===== config.mk =====
export PLATFORM = sky130hd
export DESIGN_NAME = pipe_hazard_ctrl_flat
export DESIGN_NICKNAME = d
export VERILOG_FILES = /design/src/rtl/pipe_hazard_ctrl_if.sv /design/src/rtl/pipe_hazard_ctrl.sv /design/src/flat_wrapper.sv
export SDC_FILE = /design/constraint.sdc
export NUM_CORES = 1
export LEC_CHECK = 0
export CORE_AREA = 2 2 39 41
export DETAILED_ROUTE_END_ITERATION = 16
export DIE_AREA = 0 0 41 43
export PLACE_DENSITY = 0.61
export SETUP_SLACK_MARGIN = 0.3
export SLEW_MARGIN = 20
export SYNTH_ARGS = -nofsm -noshare
export SYNTH_HDL_FRONTEND = slang
export SYNTH_SLANG_ARGS = --single-unit

===== constraint.sdc =====
create_clock -name vclk -period 0.9
set_clock_uncertainty 0.15 [all_clocks]
set_input_delay 0.09 -clock vclk [all_inputs]
set_output_delay 0.09 -clock vclk [all_outputs]
set_load 0.005 [all_outputs]

===== src/rtl/pipe_hazard_ctrl_if.sv =====
// pipe_hazard_ctrl_if: DE/EX hazard signals between the pipeline (master) and the stall generator (slave)
interface pipe_hazard_ctrl_if;
  logic [4:0] de_rs1addr;
  logic [4:0] de_rs2addr;
  logic       de_rs1_used;
  logic       de_rs2_used;
  logic       de2ex_load_ffout;
  logic       de2ex_wr_reg_ffout;
  logic [4:0] de2ex_wr_regindex_ffout;
  logic       de2ex_MD_OP_ffout;
  logic       de2ex_md_div;
  logic       md_div_zero;
  logic       memacc_stall;
  logic       mem2wb_exp_ffout;
  logic       de_stall;
  logic       exe_stall;
  logic       md_busy;
  logic       md_done;
  modport master (
    output de_rs1addr, de_rs2addr, de_rs1_used, de_rs2_used, de2ex_load_ffout, de2ex_wr_reg_ffout,
           de2ex_wr_regindex_ffout, de2ex_MD_OP_ffout, de2ex_md_div, md_div_zero, memacc_stall,
           mem2wb_exp_ffout,
    input  de_stall, exe_stall, md_busy, md_done
  );
  modport slave (
    input  de_rs1addr, de_rs2addr, de_rs1_used, de_rs2_used, de2ex_load_ffout, de2ex_wr_reg_ffout,
           de2ex_wr_regindex_ffout, de2ex_MD_OP_ffout, de2ex_md_div, md_div_zero, memacc_stall,
           mem2wb_exp_ffout,
    output de_stall, exe_stall, md_busy, md_done
  );
endinterface


===== src/rtl/pipe_hazard_ctrl.sv =====
// pipe_hazard_ctrl: load-use interlock plus multiply/divide EX sequencer (sequencer built only with PIPE_HAZARD_MD_EN)
module pipe_hazard_ctrl #(
  parameter int MUL_CYCLES = 4,
  parameter int DIV_CYCLES = 33
) (
  input logic clk,
  input logic cpurst,
  pipe_hazard_ctrl_if.slave hz
);
  assign hz.de_stall = hz.de2ex_load_ffout & hz.de2ex_wr_reg_ffout & (hz.de2ex_wr_regindex_ffout != 5'd0) &
                       ((hz.de_rs1_used & (hz.de_rs1addr == hz.de2ex_wr_regindex_ffout)) |
                        (hz.de_rs2_used & (hz.de_rs2addr == hz.de2ex_wr_regindex_ffout)));
`ifdef PIPE_HAZARD_MD_EN
  typedef enum logic [1:0] {IDLE, BUSY, DONE} state_t;
  state_t     state;
  logic [5:0] cnt;
  logic [5:0] start_cnt;
  logic       start_done;
  logic       busy;
  logic       done;
  assign start_cnt  = hz.de2ex_md_div ? 6'(DIV_CYCLES - 2) : 6'(MUL_CYCLES - 2);
  assign start_done = (hz.de2ex_md_div & hz.md_div_zero) | (start_cnt == 6'd0);
  // cnt holds the stall cycles still owed in BUSY, so DONE lands on the last EX cycle
  always_ff @(posedge clk) begin
    if (cpurst | hz.mem2wb_exp_ffout) begin
      state <= IDLE;
      cnt   <= 6'd0;
      busy  <= 1'b0;
      done  <= 1'b0;
    end else begin
      case (state)
        IDLE: if (hz.de2ex_MD_OP_ffout) begin
          state <= start_done ? DONE : BUSY;
          cnt   <= start_done ? 6'd0 : start_cnt;
          busy  <= ~start_done;
          done  <= start_done;
        end
        BUSY: if (cnt <= 6'd1) begin
          state <= DONE;
          cnt   <= 6'd0;
          busy  <= 1'b0;
          done  <= 1'b1;
        end else begin
          cnt <= cnt - 6'd1;
        end
        DONE: if (!hz.memacc_stall) begin
          state <= IDLE;
          done  <= 1'b0;
        end
        default: begin
          state <= IDLE;
          cnt   <= 6'd0;
          busy  <= 1'b0;
          done  <= 1'b0;
        end
      endcase
    end
  end
  assign hz.exe_stall = hz.de2ex_MD_OP_ffout & ~done;
  assign hz.md_busy   = busy;
  assign hz.md_done   = done;
`else
  logic unused;
  assign unused = ^{clk, cpurst, hz.de2ex_MD_OP_ffout, hz.de2ex_md_div, hz.md_div_zero, hz.memacc_stall,
                    hz.mem2wb_exp_ffout, 6'(MUL_CYCLES), 6'(DIV_CYCLES)};
  assign hz.exe_stall = 1'b0;
  assign hz.md_busy   = 1'b0;
  assign hz.md_done   = 1'b0;
`endif
endmodule

===== src/flat_wrapper.sv =====
// flat-port wrapper written by rule: the top's interface ports become plain ports
module pipe_hazard_ctrl_flat 
#(
  parameter int MUL_CYCLES = 4,
  parameter int DIV_CYCLES = 33
)
  (clk, cpurst, hz_de_rs1addr, hz_de_rs2addr, hz_de_rs1_used, hz_de_rs2_used, hz_de2ex_load_ffout, hz_de2ex_wr_reg_ffout, hz_de2ex_wr_regindex_ffout, hz_de2ex_MD_OP_ffout, hz_de2ex_md_div, hz_md_div_zero, hz_memacc_stall, hz_mem2wb_exp_ffout, hz_de_stall, hz_exe_stall, hz_md_busy, hz_md_done);
  pipe_hazard_ctrl_if hz_i ();
  input logic clk;
  input logic cpurst;
  input wire logic [$bits(hz_i.de_rs1addr)-1:0] hz_de_rs1addr;
  input wire logic [$bits(hz_i.de_rs2addr)-1:0] hz_de_rs2addr;
  input wire logic [$bits(hz_i.de_rs1_used)-1:0] hz_de_rs1_used;
  input wire logic [$bits(hz_i.de_rs2_used)-1:0] hz_de_rs2_used;
  input wire logic [$bits(hz_i.de2ex_load_ffout)-1:0] hz_de2ex_load_ffout;
  input wire logic [$bits(hz_i.de2ex_wr_reg_ffout)-1:0] hz_de2ex_wr_reg_ffout;
  input wire logic [$bits(hz_i.de2ex_wr_regindex_ffout)-1:0] hz_de2ex_wr_regindex_ffout;
  input wire logic [$bits(hz_i.de2ex_MD_OP_ffout)-1:0] hz_de2ex_MD_OP_ffout;
  input wire logic [$bits(hz_i.de2ex_md_div)-1:0] hz_de2ex_md_div;
  input wire logic [$bits(hz_i.md_div_zero)-1:0] hz_md_div_zero;
  input wire logic [$bits(hz_i.memacc_stall)-1:0] hz_memacc_stall;
  input wire logic [$bits(hz_i.mem2wb_exp_ffout)-1:0] hz_mem2wb_exp_ffout;
  output wire logic [$bits(hz_i.de_stall)-1:0] hz_de_stall;
  output wire logic [$bits(hz_i.exe_stall)-1:0] hz_exe_stall;
  output wire logic [$bits(hz_i.md_busy)-1:0] hz_md_busy;
  output wire logic [$bits(hz_i.md_done)-1:0] hz_md_done;
  assign hz_i.de_rs1addr = hz_de_rs1addr;
  assign hz_i.de_rs2addr = hz_de_rs2addr;
  assign hz_i.de_rs1_used = hz_de_rs1_used;
  assign hz_i.de_rs2_used = hz_de_rs2_used;
  assign hz_i.de2ex_load_ffout = hz_de2ex_load_ffout;
  assign hz_i.de2ex_wr_reg_ffout = hz_de2ex_wr_reg_ffout;
  assign hz_i.de2ex_wr_regindex_ffout = hz_de2ex_wr_regindex_ffout;
  assign hz_i.de2ex_MD_OP_ffout = hz_de2ex_MD_OP_ffout;
  assign hz_i.de2ex_md_div = hz_de2ex_md_div;
  assign hz_i.md_div_zero = hz_md_div_zero;
  assign hz_i.memacc_stall = hz_memacc_stall;
  assign hz_i.mem2wb_exp_ffout = hz_mem2wb_exp_ffout;
  assign hz_de_stall = hz_i.de_stall;
  assign hz_exe_stall = hz_i.exe_stall;
  assign hz_md_busy = hz_i.md_busy;
  assign hz_md_done = hz_i.md_done;
  pipe_hazard_ctrl #(.MUL_CYCLES(MUL_CYCLES), .DIV_CYCLES(DIV_CYCLES)) u_core (.clk(clk), .cpurst(cpurst), .hz(hz_i));
endmodule

==> metrics, run 1 <==
count of cell types in the netlist 9; f_max 763 MHz; Final Hold Viols 0; Mapped Area 161 um^2; port bufs 20; Core ar. 0.00138 mm^2; final setup TNS -0.410 ns; fraction of layout instances using a drive strength above 1 55.8%; crit-path cells buf_8 -> xor2_2 -> nor4_2 -> nand3_1 -> a21oi_2 -> buf_2; DRT iter0 DRCs 0; DRC Markers 0; Min Clock Period, post-route 1.31 ns; static leakage power 0.000189 uW; Place WS -1.20 ns; DIE AREA 0.00176 mm^2; # nets final 71; WL met1 172 um; Starting Density 11.7%; Final WS setup -0.410 ns; Setup CP Type input port to output pin; Area Growth Syn to Fin 156%; Seq/Total Area, Yosys 0%; slowest CP cell nor4_2; Max FO, Critical Path 3; Worst EP arrival 1.07 ns; RD Place Congestion 0.517; power density over cell area 395 mW/mm^2; GRT Total Usage 5.69%; final setup violation count 1; Worst EP required 0.66 ns; row count 14; first-pass GRT wire length 724 um; final worst-path cycle share 146%; largest net degree at the start of global routing 4; Max Cap Violations 0; commonest non-fill, non-tap cell in the layout buf_2; Die X 41 um; I/O pins 30; Max IR drop VDD 0.0643 mV; Hold WC Path Type input port to output pin; ANT cells 0; CP startpoint kind input port; Final Max Slew Viols 0; TritonRoute pass-1 iters 1; Synthesis Warnings 0; vias in the first global route 215; Via density 3.66; DR WL/cell 10.0 um; ANT nets after route 0; met3 WL 56 um; register area 0 um^2; Max Used Layer met3; status complete, but fails checks; Seq Cell Count 0; RSZ-0062 raised after global routing yes; Synth Instances 21; # clk buffers 0; Post-CTS Hold Buffers 0; routed wl met2 364 um; failing checks negative setup slack; die height 43 um; CP peak stage delay 0.29 ns; Total Wirelength 592 um; total gr overflow 0; most frequent cells in the layout 6 x buf_2, 5 x xor2_1, 5 x buf_6, 4 x clkdlybuf4s50_1; initial antenna violation count 0; routed vias 216; CP Capture Type output pin; Avg Inst Size Synth 7.69 um^2
metrics by stage:
stage	instances	utilization [%]	hold slack, ns	power (uW)	cell area [um^2]
floorplan	23	-	0.106	50.7	173
global placement	58	27.8	0.986	151	385
detailed placement	58	27.8	0.987	151	385
CTS	58	25.0	0.528	133	347
global route	59	29.8	0.493	175	413
finish	59	29.8	0.461	163	413
final timing paths:
| path | slack, ns | startpoint | endpoint | cells after the start |
|---|---|---|---|---|
| worst max-delay path | -0.41 | hz_de2ex_wr_regindex_ffout[3] | hz_de_stall | 6 |
| worst min-delay path | 0.46 | hz_de_rs2addr[0] | hz_de_stall | 5 |
timing repair:
item                       in CTS  in global routing
hold endpoints to repair        0                  0
setup buffers                   0                  1
gates resized for setup        51                 19
pin swaps                      12                 10
setup endpoints to repair       1                  1
synthesized netlist by cell type:
library cell | instances | share of area (%)
xnor2_1 | 2 | 11
o211ai_2 | 1 | 7.8
nand3_1 | 2 | 6.2
or4_1 | 1 | 4.7
a21oi_1 | 1 | 3.1
conb_1 | 1 | 2.3
xor2_1 | 8 | 43
buf_4 | 3 | 14
nor4_1 | 2 | 7.8
cell type report:
cell class / count / area, um^2
well taps: 16 / 20.0
repair buffers: 23 / 204
fillers: 152 / 971
multi-input cells: 20 / 189
routing by layer:
layer / vias to the layer above / GRT usage, %
met1: 97 / 3.16
met3: 0 / 0
met4: 0 / 0
li1: 108 / -
met2: 11 / 14.7
met5: - / 0
critical path: cells and delay by family:
kind                      cells  cell delay, ns
and+or+nand+nor               2            0.43
buffers and inverters         2            0.22
xor gates and xnor gates      1            0.18
AOI/OAI and AO/OA             1            0.15
cell families after synthesis:
group | Yosys count | synth area share [%]
xor gates and xnor gates | 10 | 54.3
and+or+nand+nor | 5 | 18.6
buffers and inverters | 3 | 14.0
AOI/OAI and AO/OA | 2 | 10.8
other | 1 | 2.32
report_power, final:
group / internal [uW] / total, uW / switching, uW
logic: 102 / 163 / 61.6
clock network: 0 / 0 / 0
registers: 0 / 0 / 0
total: 102 / 163 / 61.6
Power figures use the tool's default switching activity.
==> run 2: changes to the inputs <==
- clock period: 0.9 -> 1.1 ns (I/O delays scaled with it)
==> run 2 against run 1 <==
The flow still finishes with violations (negative setup slack). Final cell count is 1.7% lower. Clock-buffer cell count is the same. First-iteration DRC count did not move. Sequential share of layout area unchanged. Via count is 0.46% higher. Critical path depth fell by 1. Worst hold slack gained 0.040 ns. Global-route usage rose by 0.50 points. Non-clock buffer count shrank 1. Flip-flop and latch count unchanged. Largest power group unchanged.
==> metrics, run 2 (same netlist as run 1, synthesis figures left out) <==
status complete, but fails checks; failing checks negative setup slack; I/O pins 30; # nets final 70; Starting Density 11.7%; routed vias 217; initial antenna violation count 0; Max IR drop VDD 0.0475 mV; register area 0 um^2; # clk buffers 0; DIE AREA 0.00176 mm^2; Final WS setup -0.240 ns; Final Hold Viols 0; Min Clock Period, post-route 1.34 ns; largest net degree at the start of global routing 4; TritonRoute pass-1 iters 1; total placed cells including tap cells 58; crit-path cells buf_8 -> or4_4 -> o211ai_2 -> a21oi_2 -> buf_2; Core ar. 0.00138 mm^2; slowest CP cell or4_4; Total Wirelength 552 um; final worst-path cycle share 122%; Worst EP required 0.84 ns; design area 384 um^2; power density over cell area 312 mW/mm^2; crit path from hz_de2ex_wr_regindex_ffout[2]; Post-CTS Hold Buffers 0; Area Growth Syn to Fin 138%; hold slack 0.501 ns; die height 43 um; DR WL/cell 9.52 um; first-pass GRT wire length 814 um; Max FO, Critical Path 3; vias in the first global route 225; total gr overflow 0; Post-DP Area 385 um^2; Post-CTS Setup Repair Bufs 0; Worst EP arrival 1.08 ns; fin cells 58; final core occ 27.8%; GRT Total Usage 6.19%; Seq Cell Count 0; f_max 746 MHz; ANT cells 0; port bufs 20; RSZ-0062 raised after global routing yes; Via density 3.74; crit path capture hz_de_stall; row count 14; RD Place Congestion 0.454; most frequent cells in the layout 6 x xor2_1, 6 x buf_2, 5 x clkdlybuf4s50_1, 3 x conb_1, 3 x clkdlybuf4s15_1; ANT nets after route 0; Setup CP Type input port to output pin; final setup TNS -0.240 ns; Max Cap Violations 0; fraction of layout instances using a drive strength above 1 45.2%; DRT iter0 DRCs 0; Die X 41 um; static leakage power 0.000170 uW; final setup violation count 1; Final Max Slew Viols 0; DRC Markers 0; CP startpoint kind input port; Hold WC Path Type input port to output pin; CP Capture Type output pin; CP peak stage delay 0.53 ns
run 2: changes by cell type in the layout (fill, tap and decap cells not counted):
cell / delta
nor4_2: -1
xor2_1: +1
dlymetal6s2s_1: -1
buf_8: +1
nor4_1: +1
buf_6: -4
clkdlybuf4s15_1: +2
buf_4: -1
clkbuf_2: +1
clkdlybuf4s50_1: +1
xor2_2: -1
run 2: repair_timing:
action,in CTS,in global routing
setup endpoints to repair,1,1
gates resized for setup,51,10
pin swaps,12,8
endpoints found under the hold margin,0,0
run 2: routing by layer:
| layer | vias up | global-route usage, % | wire length, um |
|---|---|---|---|
| met5 | - | 0 | 0 |
| met3 | 0 | 0.524 | 65 |
| met2 | 11 | 14.7 | 350 |
| met1 | 98 | 4.43 | 136 |
| li1 | 108 | - | - |
| met4 | 0 | 0 | 0 |
run 2: worst min-delay path by stage:
stage                                        from     endpoint  slack [ns]  cells past startpoint
finish                           hz_de_rs1addr[0]  hz_de_stall        0.50                      5
global route                     hz_de_rs1addr[0]  hz_de_stall        0.57                      5
CTS                 hz_de2ex_wr_regindex_ffout[2]  hz_de_stall        0.57                      5
detailed placement          hz_de2ex_wr_reg_ffout  hz_de_stall        1.02                      4
global placement            hz_de2ex_wr_reg_ffout  hz_de_stall        1.02                      4
floorplan                   hz_de2ex_wr_reg_ffout  hz_de_stall        0.15                      2
run 2: critical path, delay by kind of cell:
| kind | cells | cell delay, ns |
|---|---|---|
| AND/OR/NAND/NOR | 1 | 0.53 |
| AO/OA/AOI/OAI | 2 | 0.22 |
| buffers and inverters | 2 | 0.22 |
run 2: through the flow:
step	setup slack (ns)	power (uW)
finish	-0.240	120
global placement	-1.06	124
global route	-0.298	130
detailed placement	-1.07	124
CTS	-0.239	117
floorplan	0.0240	41.5
run 2: layout make-up:
| type | count | area, um^2 |
|---|---|---|
| well taps | 16 | 20.0 |
| fillers | 158 | 1000 |
| repair buffers | 22 | 189 |
| multi-input cells | 20 | 175 |
run 2: where the power goes:
part / internal, uW / total, uW / switching [uW]
registers: 0 / 0 / 0
logic: 76.0 / 120 / 44.0
clock network: 0 / 0 / 0
